`config.mk`:
```
export PLATFORM = sky130hd
export DESIGN_NAME = sig_align_pipe_flat
export DESIGN_NICKNAME = d
export VERILOG_FILES = /design/src/rtl/sig_align_if.sv /design/src/rtl/sig_align_pipe.sv /design/src/flat_wrapper.sv
export SDC_FILE = /design/constraint.sdc
export NUM_CORES = 1
export LEC_CHECK = 0
export CAP_MARGIN = 10
export CORE_MARGIN = 2
export CORE_UTILIZATION = 40
export CTS_BUF_LIST = sky130_fd_sc_hd__clkbuf_8
export CTS_CLUSTER_DIAMETER = 40
export DETAILED_ROUTE_END_ITERATION = 16
export DONT_BUFFER_PORTS = 1
export GPL_ROUTABILITY_DRIVEN = 0
export GPL_TIMING_DRIVEN = 0
export PLACE_DENSITY = 0.58
export SLEW_MARGIN = 5
export SYNTH_ARGS = -nofsm -noshare
export SYNTH_HDL_FRONTEND = slang
export SYNTH_SLANG_ARGS = --single-unit
```
`constraint.sdc`:
```
create_clock -name clk -period 4.4 [get_ports clk]
set_input_delay 0.88 -clock clk [delete_from_list [all_inputs] [get_ports clk]]
set_output_delay 0.88 -clock clk [all_outputs]
set_load 0.05 [all_outputs]
```
`src/rtl/sig_align_if.sv`:
```
// Handshake and data bundle for the significand aligner.
// The slave modport is the aligner's view; master is the producer/consumer side.
interface sig_align_if #(
    parameter int EXP_WIDTH  = 4,
    parameter int SIG_WIDTH  = 4,
    parameter int LOW_EXPAND = 2,
    parameter int LANES      = 4
);
    localparam int AW = SIG_WIDTH + 4 + LOW_EXPAND;

    logic                       in_valid;
    logic                       in_ready;
    logic [LANES*EXP_WIDTH-1:0] exp_offset;
    logic [LANES*SIG_WIDTH-1:0] significand;
    logic [LANES-1:0]           sign;
    logic [LANES-1:0]           cmp_sign1;
    logic [LANES-1:0]           cmp_sign2;
    logic                       out_valid;
    logic                       out_ready;
    logic [LANES*AW-1:0]        adder_num1;
    logic [LANES*AW-1:0]        adder_num2;
    logic [LANES-1:0]           lane_zero;

    modport slave (
        input  in_valid, exp_offset, significand, sign, cmp_sign1, cmp_sign2, out_ready,
        output in_ready, out_valid, adder_num1, adder_num2, lane_zero
    );

    modport master (
        output in_valid, exp_offset, significand, sign, cmp_sign1, cmp_sign2, out_ready,
        input  in_ready, out_valid, adder_num1, adder_num2, lane_zero
    );
endinterface

```
`src/rtl/sig_align_pipe.sv`:
```
// Two-stage per-lane significand aligner: hidden-bit restore + right shift (stage 1),
// then two's-complement operand generation for both butterfly paths (stage 2).
module sig_align_pipe #(
    parameter int EXP_WIDTH  = 4,
    parameter int SIG_WIDTH  = 4,
    parameter int LOW_EXPAND = 2,
    parameter int LANES      = 4,
    parameter int STICKY_EN  = 0
) (
    input logic       clk,
    input logic       rst,
    sig_align_if.slave bus
);
    localparam int AW = SIG_WIDTH + 4 + LOW_EXPAND;
    localparam int MW = AW - 1;

    // Handshake: a stage loads when it is empty or its contents move on this cycle.
    // A beat transfers only on valid && ready; in_ready never looks at in_valid.
    logic s1_valid, s2_valid;
    logic s1_en, s2_en;

    assign s2_en        = !s2_valid || bus.out_ready;
    assign s1_en        = !s1_valid || s2_en;
    assign bus.in_ready = s1_en;
    assign bus.out_valid = s2_valid;

    function automatic logic [MW-1:0] align_lane(input logic [SIG_WIDTH-1:0] sig,
                                                 input logic [EXP_WIDTH-1:0] off);
        logic [MW-1:0] raw;
        logic [MW-1:0] shifted;
        logic          sticky;
        raw    = {3'b001, sig, {LOW_EXPAND{1'b0}}};
        sticky = 1'b0;
        for (int j = 0; j < MW; j++) begin
            if (j < int'(off)) sticky = sticky | raw[j];
        end
        // Offsets past the magnitude width flush to zero, sticky included.
        if (int'(off) >= MW) begin
            shifted = '0;
        end else begin
            shifted = raw >> off;
            if (STICKY_EN != 0) shifted[0] = shifted[0] | sticky;
        end
        return shifted;
    endfunction

    function automatic logic [AW-1:0] make_operand(input logic [MW-1:0] mag,
                                                   input logic          zero,
                                                   input logic          neg);
        logic [MW-1:0] neg_mag;
        logic [AW-1:0] op;
        neg_mag = ~mag + MW'(1);
        if (zero)     op = '0;
        else if (neg) op = {1'b1, neg_mag};
        else          op = {1'b0, mag};
        return op;
    endfunction

    logic [MW-1:0] mag_d [LANES];

    always_comb begin
        for (int i = 0; i < LANES; i++) begin
            mag_d[i] = align_lane(bus.significand[i*SIG_WIDTH +: SIG_WIDTH],
                                  bus.exp_offset[i*EXP_WIDTH +: EXP_WIDTH]);
        end
    end

    logic [MW-1:0]    s1_mag [LANES];
    logic [LANES-1:0] s1_zero;
    logic [LANES-1:0] s1_neg1;
    logic [LANES-1:0] s1_neg2;

    always_ff @(posedge clk) begin
        if (rst) begin
            s1_valid <= 1'b0;
            s1_zero  <= '0;
            s1_neg1  <= '0;
            s1_neg2  <= '0;
            for (int i = 0; i < LANES; i++) s1_mag[i] <= '0;
        end else if (s1_en) begin
            s1_valid <= bus.in_valid;
            if (bus.in_valid) begin
                for (int i = 0; i < LANES; i++) begin
                    s1_mag[i]  <= mag_d[i];
                    s1_zero[i] <= (mag_d[i] == '0);
                end
                s1_neg1 <= bus.sign ^ bus.cmp_sign1;
                s1_neg2 <= bus.sign ^ bus.cmp_sign2;
            end
        end
    end

    logic [LANES*AW-1:0] num1_q;
    logic [LANES*AW-1:0] num2_q;
    logic [LANES-1:0]    zero_q;

    // Output registers only change when stage 1 hands over a beat, so they hold while stalled.
    always_ff @(posedge clk) begin
        if (rst) begin
            s2_valid <= 1'b0;
            num1_q   <= '0;
            num2_q   <= '0;
            zero_q   <= '0;
        end else if (s2_en) begin
            s2_valid <= s1_valid;
            if (s1_valid) begin
                for (int i = 0; i < LANES; i++) begin
                    num1_q[i*AW +: AW] <= make_operand(s1_mag[i], s1_zero[i], s1_neg1[i]);
                    num2_q[i*AW +: AW] <= make_operand(s1_mag[i], s1_zero[i], s1_neg2[i]);
                end
                zero_q <= s1_zero;
            end
        end
    end

    assign bus.adder_num1 = num1_q;
    assign bus.adder_num2 = num2_q;
    assign bus.lane_zero  = zero_q;
endmodule

```
`src/flat_wrapper.sv`:
```
// flat-port wrapper written by rule: the top's interface ports become plain ports
module sig_align_pipe_flat 
#(
    parameter int EXP_WIDTH  = 4,
    parameter int SIG_WIDTH  = 4,
    parameter int LOW_EXPAND = 2,
    parameter int LANES      = 4,
    parameter int STICKY_EN  = 0
)
  (clk, rst, bus_in_valid, bus_exp_offset, bus_significand, bus_sign, bus_cmp_sign1, bus_cmp_sign2, bus_out_ready, bus_in_ready, bus_out_valid, bus_adder_num1, bus_adder_num2, bus_lane_zero);
  sig_align_if #(.EXP_WIDTH(EXP_WIDTH), .SIG_WIDTH(SIG_WIDTH), .LOW_EXPAND(LOW_EXPAND), .LANES(LANES)) bus_i ();
  input logic clk;
  input logic rst;
  input wire logic [$bits(bus_i.in_valid)-1:0] bus_in_valid;
  input wire logic [$bits(bus_i.exp_offset)-1:0] bus_exp_offset;
  input wire logic [$bits(bus_i.significand)-1:0] bus_significand;
  input wire logic [$bits(bus_i.sign)-1:0] bus_sign;
  input wire logic [$bits(bus_i.cmp_sign1)-1:0] bus_cmp_sign1;
  input wire logic [$bits(bus_i.cmp_sign2)-1:0] bus_cmp_sign2;
  input wire logic [$bits(bus_i.out_ready)-1:0] bus_out_ready;
  output wire logic [$bits(bus_i.in_ready)-1:0] bus_in_ready;
  output wire logic [$bits(bus_i.out_valid)-1:0] bus_out_valid;
  output wire logic [$bits(bus_i.adder_num1)-1:0] bus_adder_num1;
  output wire logic [$bits(bus_i.adder_num2)-1:0] bus_adder_num2;
  output wire logic [$bits(bus_i.lane_zero)-1:0] bus_lane_zero;
  assign bus_i.in_valid = bus_in_valid;
  assign bus_i.exp_offset = bus_exp_offset;
  assign bus_i.significand = bus_significand;
  assign bus_i.sign = bus_sign;
  assign bus_i.cmp_sign1 = bus_cmp_sign1;
  assign bus_i.cmp_sign2 = bus_cmp_sign2;
  assign bus_i.out_ready = bus_out_ready;
  assign bus_in_ready = bus_i.in_ready;
  assign bus_out_valid = bus_i.out_valid;
  assign bus_adder_num1 = bus_i.adder_num1;
  assign bus_adder_num2 = bus_i.adder_num2;
  assign bus_lane_zero = bus_i.lane_zero;
  sig_align_pipe #(.EXP_WIDTH(EXP_WIDTH), .SIG_WIDTH(SIG_WIDTH), .LOW_EXPAND(LOW_EXPAND), .LANES(LANES), .STICKY_EN(STICKY_EN)) u_core (.clk(clk), .rst(rst), .bus(bus_i));
endmodule
```
== Yosys cells after proc, flatten, opt, wreduce, memory -nomap -nowiden ==
Memories as Yosys holds them, arrays and structs flattened.
Index checks and enable logic that the tools add are counted.
Word-level totals
  bits in registers: 98
  bits in writable memories: 36
  bits of input ports: 48
  logic and storage cells: 71
  memories kept: 1
Cells by class
  add/sub/neg operators: 4
  magnitude comparators: 4
  shift-type cells: 4
  mux-type cells: 30
  bitwise gates (word level): 10
  reductions and logical operators: 10
Memories
  u_core.s1_mag: depth 4, width 9, rd ports 4, clocked after memory_dff 0, write ports 4, RTL line sig_align_pipe.sv:68  | logic [MW-1:0] s1_mag [LANES];
Operator list (number)
  two-way mux 10 bit: 16
  two-way mux 9 bit: 8
  adder 9 x 1 -> 9 bit, second input constant: 4
  zero test 9 bit: 4
  NOT 9 bit: 4
  right shift 7 x 4 -> 9 bit: 4
  >= comparator 4 bit, second input constant: 4
  XOR 4 bit: 2
  two-way mux 1 bit: 6
  OR 1 bit: 4
  AND reduction 2 bit: 2
  zero test 1 bit: 2
  logical OR 1 bit: 2

== Logic depth before layout (Yosys ltp) ==
Gate-level depths: netlist of the first run.
  depth after elaboration: 7
  mapped depth: 6
  gate-level depth less buffers: 6

== Worst setup path after synthesis of the first run ==
No wires, ideal clock.
  path kind: input to register
  from: in bus_out_ready
  to: mem u_core.s1_mag[0][0] in the netlist's numbering (enable)
  setup time: 0.381 ns
  data arrival time: 2.510 ns
  data required time: 4.019 ns
  path slack: 1.509 ns
  cell stages on the path: 4
  path buffers: 1
  path through: nand3b_1 > a21oi_1 > clkbuf_1 > inv_1
RTL lines
  start, declared: RTL line flat_wrapper.sv:20  | input wire logic [$bits(bus_i.out_ready)-1:0] bus_out_ready;
  end, declared: RTL line sig_align_pipe.sv:68

==> run summary, run 1 <==
The repair_antennas step left the layout with diodes totalling 0. For the wire length of the first global-routing pass, the log shows 27,320 µm. The tree is rooted in a sky130_fd_sc_hd__clkbuf_8. The first routing iteration left 284 violations. The share of Yosys cell area claimed by the top area cell type is 0.3107. Buffers inserted during clock tree synthesis total 17. The worst-case IR drop observed on VDD is 0.1880 mV. The via density per instance works out to 5.623. TritonCTS built the clock tree. The run finished with clean final reports. For this design the top-level I/O count stands at 134. At the pin with the least slew margin, the transition time is 1.156 ns.

In this run, placement finished with an instance count of 862. Once the clock tree was built, the setup fixing pass inserted 0 buffers. The post-synthesis instance area came out at 6056 µm². Once layout is complete, the cells apart from fillers number 894.

Entering global routing, the biggest net connects 29 pins. Of all cell types, the one taking the most synthesized area is sky130_fd_sc_hd__dfxtp_1. Along the worst path, the maximum fanout reaches 28. By area, the combinational part of the netlist is dominated by simple AND/OR/NAND/NOR gates.

From bottom edge to top edge, the die measures 127.0 µm. The iteration count of the initial detailed-routing pass was 5; the sequential area share after synthesis was 0.4496. The count of endpoints failing hold in the final timing report is 0. Dividing the detail-routed wire length by the instance count gives 19.47 µm.

The relative area change from synthesis to final layout works out to 11.76%. Number of failing setup endpoints in the final timing report: 0. The number of gates resized after CTS is 0, and the placed cell area is 6286 µm². Setup total negative slack: 0 ns. Yosys attributes the largest share of cell area to sky130_fd_sc_hd__dfxtp_1 (31%), sky130_fd_sc_hd__edfxtp_1 (14%), sky130_fd_sc_hd__a21oi_1 (4.8%). Once detailed placement completed, the half-perimeter wirelength came to 12,640 µm. After detailed routing, the number of remaining DRC violations is 0.

The complex-gate fraction of the synthesized area works out to 0.1868. Worst slack at placement: 0.4806 ns. Global routing finished with a remaining overflow of 0. The number of pins exceeding their max-slew limit in the final report is 0, and the via count is 5,027. Number of rows in the core area: 44. For the worst setup path, the data arrival time is 3.86 ns. The maximum count of clock buffers along a single path is 2. For the initial antenna violation count, the log shows 0. Buffers inserted to repair hold after CTS numbered 0. The multiplexer share of the synthesized area works out to 0.02975.

The tool flagged a number of max-cap violations equal to 0. For this run, the number of Yosys warnings is 0. Each instance of the synthesized netlist takes up on average 8.932 µm². STA classifies the critical path endpoint as a flip-flop. The tools report the overall global routing resource usage as 0.2209. The post-synthesis async set-or-reset flop share was 0; the clock edge transition at the registers on the reported setup and hold paths was 0.07 ns.

Xor/xnor share of the synthesized area: 0.05785. The number of flops mapped to enable cells by yosys was 28. The share of the cycle needed by the critical path after routing was 0.8774.

The die is 127.0 µm wide. At the worst endpoint, the required time is 4.40 ns. Setup slack on the critical path of the routed design comes to 0.5393 ns. The clock tree synthesis step divided the H-tree into 4 levels. The tools report the number of global-route vias before repair as 4,895.

In the layout the commonest cells are sky130_fd_sc_hd__dfxtp_1 (94), sky130_fd_sc_hd__nand2_1 (64), sky130_fd_sc_hd__a21oi_1 (58). The post-synthesis register bit count works out to 122. The critical path startpoint category is a flip-flop. Buffers placed on the I/O ports in this run total 0.

The tools report the placeable core region as 14,640 µm². Counting distinct cell types in the post-synthesis netlist gives 48. The post-synthesis share of cell area spent on and, or, nand and nor gates works out to 0.2151. The adder-cell share of the synthesized area was 0.008264; the total detailed-routing wirelength was 17,410 µm. The setup path with the least slack is of type reg -> reg. The upper clock frequency limit is 259.0 MHz. The floorplan step defined a die boundary enclosing 16,140 µm². Leaving out fill and tap cells, the most frequent cell in the layout is sky130_fd_sc_hd__dfxtp_1. The post-layout total power was 2895 µW; the number of instances in the synthesized netlist was 678.

Setup repair after global routing left no endpoint under its margin. The path class of the tightest hold or removal check is reg -> reg. Summed over all cells, the static leakage comes to 0.002321 µW. The clock arrives with 0.01150 ns of skew. The final-stage net count was 749; the effective utilization at floorplan was 0.4135. When the netlist entered floorplanning its net count stood at 730. The tree built by TritonCTS fans out to 122 sinks. Once detail routing completed, the nets flagged for antenna violations numbered 0. The fraction of final layout cells with drive strength greater than 1 was 0.1254; the post-route standard cell area excluding fillers was 6768 µm². Dividing total power by cell area gives a power density of 427.8 nW/µm².

The clock latency at the later pin of the worst-skew pair was 0.46 ns; the time the final worst path needs with I/O delays and setup was 3.861 ns. The max-slew headroom at the worst pin is 0.2283. For this run, the leading register cell type out of synthesis is sky130_fd_sc_hd__dfxtp_1.
==> layout make-up <==
cell class,instances,area [µm²]
clock inverters,13,220.2
fillers,1440,7876
clock buffers,19,261.5
flip-flops and latches,122,2723
inverters,19,71.32
multi-input cells,485,3014
plain buffers,52,247.7
well taps,184,230.2
==> sequential cells by signal, summed over array words and instances, names as in the netlist <==
name                   count
u_core.bus.adder_num1     36
u_core.bus.adder_num2     40
u_core.bus.lane_zero       4
u_core.bus.out_valid       1
u_core.s1_mag             28
u_core.s1_neg1             4
u_core.s1_neg2             4
u_core.s1_valid            1
u_core.s1_zero             4
==> routing by layer <==
layer	GRT usage	wire length (µm)	vias up
li1	-	-	2445
met1	0.2925	7718	2349
met2	0.3308	7619	207
met3	0.08124	1621	26
met4	0.08339	450	0
met5	0	0	-
==> logic make-up after synthesis <==
family,count (synthesis)
and+or+nand+nor,246
AOI/OAI and AO/OA,178
DFF,122
buffers and inverters,71
xor gates and xnor gates,40
muxes,17
adders and majority gates,4
==> stage by stage <==
| step | util | hold slack, ns |
|---|---|---|
| after global placement | 0.4293 | 0.5080 |
| after global routing | 0.4622 | 0.5459 |
| after detailed placement | 0.4293 | 0.5205 |
| after floorplan | - | 0.4989 |
| after CTS | 0.4622 | 0.5288 |
| final | 0.4622 | 0.5328 |
==> critical path, cell delays in order (launching register included) <==
cell,delay [ns]
sky130_fd_sc_hd__dfxtp_1,0.72
sky130_fd_sc_hd__nand3b_1,0.65
sky130_fd_sc_hd__a21oi_1,0.76
sky130_fd_sc_hd__clkbuf_1,0.56
sky130_fd_sc_hd__inv_1,0.71
==> cell usage after synthesis (5+ instances only) <==
cell,n
sky130_fd_sc_hd__a211oi_1,6
sky130_fd_sc_hd__a21boi_0,8
sky130_fd_sc_hd__a21oi_1,58
sky130_fd_sc_hd__a21oi_2,6
sky130_fd_sc_hd__a22oi_1,16
sky130_fd_sc_hd__a31oi_1,7
sky130_fd_sc_hd__buf_1,5
sky130_fd_sc_hd__buf_2,12
sky130_fd_sc_hd__clkbuf_1,28
sky130_fd_sc_hd__dfxtp_1,94
sky130_fd_sc_hd__edfxtp_1,28
sky130_fd_sc_hd__inv_1,18
sky130_fd_sc_hd__mux2_2,8
sky130_fd_sc_hd__mux2i_1,9
sky130_fd_sc_hd__nand2_1,64
sky130_fd_sc_hd__nand2b_1,23
sky130_fd_sc_hd__nand3_1,10
sky130_fd_sc_hd__nand3_2,6
sky130_fd_sc_hd__nor2_1,53
sky130_fd_sc_hd__nor2b_1,11
sky130_fd_sc_hd__nor3_1,17
sky130_fd_sc_hd__nor3b_1,12
sky130_fd_sc_hd__nor4_1,11
sky130_fd_sc_hd__o21ai_0,37
sky130_fd_sc_hd__o2bb2ai_1,16
sky130_fd_sc_hd__o31ai_1,8
sky130_fd_sc_hd__or3_1,16
sky130_fd_sc_hd__xnor2_1,24
sky130_fd_sc_hd__xor2_1,16
==> where the power goes <==
group | internal [µW] | total (µW) | switching (µW)
sequential | 1200 | 1330 | 135
clock | 757 | 1220 | 460
combinational | 133 | 346 | 213
==> path summary, 6_finish.rpt <==
path | from | end | slack (ns) | cells past startpoint
max | u_core.bus.out_valid | u_core.s1_mag[3][6] | 0.54 | 4
min | u_core.s1_valid | u_core.bus.out_valid | 0.53 | 2
max reg2reg | u_core.bus.out_valid | u_core.s1_mag[3][6] | 0.54 | 4
min reg2reg | u_core.s1_valid | u_core.bus.out_valid | 0.53 | 2
Note: power is estimated with default switching activity, not from simulation.
==> inputs of run 2 (changes only) <==
--- a/config.mk
+++ b/config.mk
@@ -6,16 +6,17 @@
 export NUM_CORES = 1
 export LEC_CHECK = 0
 export CAP_MARGIN = 10
+export CORE_ASPECT_RATIO = 0.75
 export CORE_MARGIN = 2
-export CORE_UTILIZATION = 40
+export CORE_UTILIZATION = 30
 export CTS_BUF_LIST = sky130_fd_sc_hd__clkbuf_8
 export CTS_CLUSTER_DIAMETER = 40
 export DETAILED_ROUTE_END_ITERATION = 16
 export DONT_BUFFER_PORTS = 1
 export GPL_ROUTABILITY_DRIVEN = 0
 export GPL_TIMING_DRIVEN = 0
-export PLACE_DENSITY = 0.58
-export SLEW_MARGIN = 5
+export PLACE_DENSITY = 0.48
+export SLEW_MARGIN = 20
 export SYNTH_ARGS = -nofsm -noshare
 export SYNTH_HDL_FRONTEND = slang
 export SYNTH_SLANG_ARGS = --single-unit
==> run 2 against run 1 <==
Against the previous run:
- sequential power hardly changed
- combinational power rose by 2%
- highest routed layer unchanged
- count of clock-buffer cells in the layout is 2 higher
- non-clock buffer count is the same
- final cell count grew 7.7%
- global-route usage is 4.2 points lower
- clock skew barely moved
- hold slack improved by 0.027 ns
- via count is 0.22% lower
- clock power is 8% lower
- largest power group unchanged
==> run summary, run 2 (same netlist as run 1, synthesis figures left out) <==
Entering global routing, the biggest net connects 29 pins. Start point of the worst min-delay path: u_core.s1_valid. Maximum fanout encountered on the critical timing path: 28. The commonest non-fill, non-tap cell in the layout is sky130_fd_sc_hd__dfxtp_1.

STA puts the critical path data required time at 4.47 ns. The routed layout has 5,016 vias. The tools report the max-slew headroom at the worst pin as 0.4123. The number of global-route vias before repair came out at 4,907. I/O pin count: 134. STA classifies the critical path endpoint as a flip-flop. For this run, design rule violations remaining after detail routing come to 0. The CTS sink count was 122. The number of gates resized after CTS came out at 0. For this block, the routed nets add up to 18,920 µm of wire. After layout, the design draws a total of 2801 µW.

Across the VDD grid, the largest voltage drop is 0.1335 mV. The iteration count of the initial detailed-routing pass is 4, and the overall global routing resource usage is 0.1789. The share of the cycle needed by the critical path after routing came out at 0.8384. Across the routed clock network, the largest skew measured is 0.01124 ns. In this design, the largest share of critical-path delay is due to buffers and inverters. Setup violations remaining at the end of the flow were counted as 0.

The logs give 28,570 µm for the wire length of the first global-routing pass and 0 for the number of setup buffers added after CTS. For the pin with the worst max-slew slack, the measured transition is 0.8816 ns. Max-cap violations in this run came to 0.

In this run the core area contains 44 standard-cell rows. The count of antenna-violating nets left after detailed routing is 0, and the number of buffer and inverter instances along the worst setup path is 2. The run finished with clean final reports. The logs give 367 for the DRC marker count from the first detailed-route iteration and 0 for the number of buffers inserted by hold repair at cts. The total global routing overflow is 0, and the via density per instance is 5.209. Setup repair after global routing left no endpoint under its margin. Die footprint: 21,350 µm². The register with the most flip-flops in the layout has 40 of them. The worst min-delay path category was reg -> reg. The worst register-to-register path begins at u_core.bus.out_valid. The fraction of final layout cells with drive strength greater than 1 was 0.1225. Number of pins exceeding their max-slew limit in the final report: 0. The clock reaches the later pin of the worst-skew pair after 0.44 ns. The tools report the effective utilization at floorplan as 0.3099.

Walking the worst path, the cells encountered are nand3b_1, a21oi_1, clkbuf_1, inv_2. The overall die height came out at 127.0 µm. The region available for standard cell placement spans 19,540 µm². In this run the tool buffered the top-level ports with 0 buffer cells. Detailed placement finished with a half-perimeter wire length of 14,100 µm. From left edge to right edge, the die measures 168.1 µm. Among all stages on the critical path, the largest delay is contributed by sky130_fd_sc_hd__a21oi_1.

The antenna diode count was 0; the delay of the slowest cell on the worst path was 0.91 ns. TritonCTS built the clock tree. From synthesis to final layout, the design area changed by 12.50%.

The clock passes through at most 2 buffers. Derived from the worst setup path, the maximum achievable clock frequency is 271.1 MHz. After the last flow step, the layout net total stands at 749.

The worst setup path is launched from a flip-flop. The tree is rooted in a sky130_fd_sc_hd__clkbuf_8. The count of endpoints failing hold in the final timing report came out at 0.

Dividing the detail-routed wire length by the instance count gives 19.65 µm. In this run, CTS created clock tree buffers numbering 17. Summed over all cells, the static leakage comes to 0.002310 µW.

Data on the critical path arrives at its endpoint at 3.76 ns. The top cell types in the final layout, fill and taps aside, are sky130_fd_sc_hd__dfxtp_1 (94), sky130_fd_sc_hd__nand2_1 (64), sky130_fd_sc_hd__a21oi_1 (58). The type of the worst setup path is reg -> reg. Clock-pin slew was measured on the worst setup and hold paths at 0.07 ns. Power per unit of standard cell area: 411.2 nW/µm². In this run the worst setup path begins at u_core.bus.out_valid. The tools report the initial antenna violation count as 0.

The clock tree synthesis step divided the H-tree into 4 levels. Summed over all failing endpoints, the final setup total negative slack is 0 ns. Subtracting the final worst setup slack from the clock period gives 3.689 ns.
[run 2: cell types whose count changed in the layout (fill, tap and decap cells not counted), sizes merged]
cell	delta
bufinv	-2
clkbuf	+2
clkinv	-2
inv	+2
[run 2: area by class of cell]
cell class                 count  area (µm²)
clock inverter                11       151.4
sequential                   122        2723
buffer                        52       247.7
tap                          253       316.6
fill                        1975       12730
inverter                      19       71.32
clock buffer                  21       289.0
multi-input combinational    485        3014
[run 2: power breakdown]
group / switching (µW) / internal [µW] / total (µW)
Clock: 448 / 669 / 1120
Sequential: 136 / 1200 / 1330
Combinational: 219 / 133 / 352
[run 2: per-stage QoR]
stage | hold WS, ns | cell area, µm² | worst slack [ns] | instances | util
final | 0.5596 | 6813 | 0.7112 | 963 | 0.3486
after global routing | 0.5458 | 6813 | 0.4972 | 963 | 0.3486
after CTS | 0.5453 | 6813 | 0.6858 | 963 | 0.3486
after detailed placement | 0.5464 | 6372 | 0.5329 | 931 | 0.3261
after global placement | 0.5371 | 6372 | 0.2111 | 931 | 0.3261
after floorplan | 0.4989 | 6056 | 1.509 | 678 | -
[run 2: metal layers]
layer,GRT usage,part of all wire
met5,0,0
met4,0.05578,0.019
met3,0.07218,0.092
met2,0.2708,0.42
met1,0.2347,0.47
[run 2: worst min-delay path: cells and delay by family (launching register included)]
family,cells,cell delay (ns)
and+or+nand+nor,2,0.17
DFF,1,0.35
[run 2: worst paths after layout]
check        slack [ns]  cells after the start                   end
max                0.71                      4   u_core.s1_mag[3][4]
min                0.56                      2  u_core.bus.out_valid
max reg2reg        0.71                      4   u_core.s1_mag[3][4]
min reg2reg        0.56                      2  u_core.bus.out_valid
==> inputs of run 3 (changes only) <==
==> constraint.sdc (replaced) <==
create_clock -name clk -period 3.7 [get_ports clk]
set_input_delay 0.74 -clock clk [delete_from_list [all_inputs] [get_ports clk]]
set_output_delay 0.74 -clock clk [all_outputs]
set_load 0.05 [all_outputs]
==> run 3 against run 2 <==
Against the previous run:
- clock skew down 0.0015 ns
- utilization about the same
- critical path type unchanged
- die area unchanged
- wire length about the same
- flip-flop and latch count unchanged
- design area about the same
- via count about the same
- largest power group unchanged
- sequential share of layout area about the same
==> run summary, run 3 (same netlist as run 1, synthesis figures left out) <==
The number of buffer and inverter instances along the worst setup path was 2. The flip-flop count of the largest register, all copies and words added was 40. The tools report the met3 track demand over resource in global routing as 0.07187.

STA classifies the critical path startpoint as a flip-flop. Counting instances, the worst hold path has a depth of 2. For this run the aggregate overflow at the end of global routing stands at 0. STA classifies the critical path endpoint as a flip-flop. For this design, the sink count on the clock tree is 122. For hold timing, the worst endpoint is u_core.s1_valid. The largest voltage drop on the vdd net was 0.1574 mV; the clock latency at the later pin of the worst-skew pair was 0.44 ns.

The global-route met2 utilization came out at 0.2708. The run finished with clean final reports. The first detailed-routing pass took 5 iterations.

Number of pins exceeding their max-slew limit in the final report: 0. In this run the number of H-tree levels came out at 4. The count of input and output buffers works out to 0. The run gives 134 as the I/O pin count.

In this run the critical register-to-register path is captured at u_core.s1_mag[3][4]. Timing would allow up to 292.6 MHz. The first routing iteration left 389 violations.

After floorplanning, the core was sized to cover 19,540 µm². The routed layout has 5,013 vias. The effective utilization at floorplan is 0.3099, and the post-layout total power is 3331 µW. The fraction of final layout cells with drive strength greater than 1 was 0.1239. The largest single stage delay on the critical path is 0.68 ns. The startpoint identified for the worst register-to-register timing path is u_core.bus.out_valid. For the pin with the worst max-slew slack, the measured transition is 0.7723 ns.

For this design the ratio of total power to cell area is 488.7 nW/µm². The run gives 0 as the antenna diode count. After detailed routing, the number of remaining DRC violations is 0. In this run the most critical hold path is launched from bus_in_valid. In this design, the largest share of critical-path delay is due to buffers and inverters. The critical path goes through nand3b_1, a21oi_2, clkbuf_1, inv_2.

The worst endpoint data arrival time came out at 3.49 ns. The run gives 0 as the number of failing setup endpoints in the final timing report. The area growth from synthesis to layout is 12.56%.

The floorplan step set the die width to 168.1 µm. Clock-pin slew was measured on the worst setup and hold paths at 0.07 ns. Of all nets on the critical path, the largest fanout is 28. The worst setup path is of the reg -> reg kind.

The final-stage net count was 749. The initialized floorplan defines 44 standard-cell rows. The maximum count of clock buffers along a single path was 2. The sum of net half-perimeters after detailed placement is 14,100 µm, and the wire length of the first global-routing pass is 28,580 µm.

End-of-flow core utilization: 0.3488. The library cell contributing the largest single delay on the critical path was sky130_fd_sc_hd__dfxtp_1. The via density per instance was 5.206.

The filler cells instantiated in the layout total 1,976. Leaving out fill and tap cells, the most frequent cells in the layout are sky130_fd_sc_hd__dfxtp_1 (94), sky130_fd_sc_hd__nand2_1 (64), sky130_fd_sc_hd__a21oi_1 (57). The global routing stage identified its most utilized layer as met2.

The run gives 21,350 µm² as the die footprint. The max-slew headroom at the worst pin was 0.4812; the number of max-cap violations was 0. Count of endpoints failing hold in the final timing report: 0. The worst reg-to-reg setup slack was 0.28 ns; the TritonCTS buffer count was 17.

Between clock sinks in the finished design, the worst skew comes to 0.009784 ns. The library cell used most frequently in the layout, excluding fill and tap cells, is sky130_fd_sc_hd__dfxtp_1. TritonCTS built the clock tree. For the worst setup path, the data required time is 3.77 ns.

Setup repair after global routing left no endpoint under its margin. Largest net degree at the start of global routing: 29. The number of global-route vias before repair was 4,905. The root buffer cell chosen for the clock tree is sky130_fd_sc_hd__clkbuf_8. The routed design has 18,900 µm of wire. Measured along the y axis, the die boundary spans 127.0 µm. The routing usage on met1 came out at 0.2347. The initial antenna violation count came out at 0. The count of antenna-violating nets left after detailed routing was 0; the depth of the most critical reg-to-reg path was 4. The time the final worst path needs with I/O delays and setup is 3.418 ns, and the average wire per standard cell is 19.63 µm. In this run the static leakage power is 0.002310 µW. The share of the cycle needed by the critical path after routing came out at 0.9237. The number of setup buffers added after CTS came out at 0. The overall global routing resource usage is 0.1789. In this run the worst hold path is classified as in -> reg.
## run 3: layer usage
metal  part of all wire  wire [µm]
met1               0.47       8853
met2               0.42       8003
met3              0.089       1675
met4              0.020        371
met5                  0          0
## run 3: how the worst max path moves through the flow
stage / slack [ns] / endpoint / from / cells after the start
6_report: 0.28 / u_core.s1_mag[3][4] / u_core.bus.out_valid / 4
5_1_grt: 0.08 / u_core.s1_mag[3][6] / u_core.bus.out_valid / 4
4_1_cts: 0.25 / u_core.s1_mag[2][5] / u_core.bus.out_valid / 4
3_5_place_dp: -0.03 / u_core.s1_mag[0][6] / bus_out_ready / 4
3_3_place_gp: -0.35 / u_core.s1_mag[0][2] / bus_out_ready / 4
2_1_floorplan: 0.95 / u_core.s1_mag[0][0] / bus_out_ready / 4
## run 3: metrics by stage
stage / hold slack, ns / cell area (µm²) / worst slack [ns] / cells / TNS [ns]
after floorplan: 0.4989 / 6056 / 0.9492 / 678 / 0
after global placement: 0.5371 / 6372 / -0.3489 / 931 / -9.705
after detailed placement: 0.5464 / 6372 / -0.02712 / 931 / -0.6473
after CTS: 0.4054 / 6817 / 0.2485 / 963 / 0
after global routing: 0.4059 / 6817 / 0.08249 / 963 / 0
final: 0.4296 / 6817 / 0.2824 / 963 / 0
## run 3: final cells by class
class	instances	area, µm²	share of cell area
plain buffers	52	247.7	0.03634
clock inverters	11	151.4	0.02221
inverters	19	71.32	0.01046
flip-flops and latches	122	2723	0.3994
clock buffers	21	289.0	0.04240
multi-input cells	485	3018	0.4427
well taps	253	316.6	0.04644
## run 3: where the power goes
group / internal (µW) / total, µW / switching (µW)
logic: 158 / 418 / 260
registers: 1420 / 1580 / 162
clock network: 795 / 1330 / 533
total: 2380 / 3330 / 955
## run 3: timing repair
| action | CTS | global route |
|---|---|---|
| endpoints found under the setup margin | 23 | 0 |
| hold buffers | 0 | 0 |
| resized for setup | 1 | 0 |
## run 3: worst register-to-register path, cell delays in order (launching register included)
cell and delay [ns]:
sky130_fd_sc_hd__dfxtp_1 0.68, sky130_fd_sc_hd__nand3b_1 0.62, sky130_fd_sc_hd__a21oi_2 0.66, sky130_fd_sc_hd__clkbuf_1 0.60, sky130_fd_sc_hd__inv_2 0.47
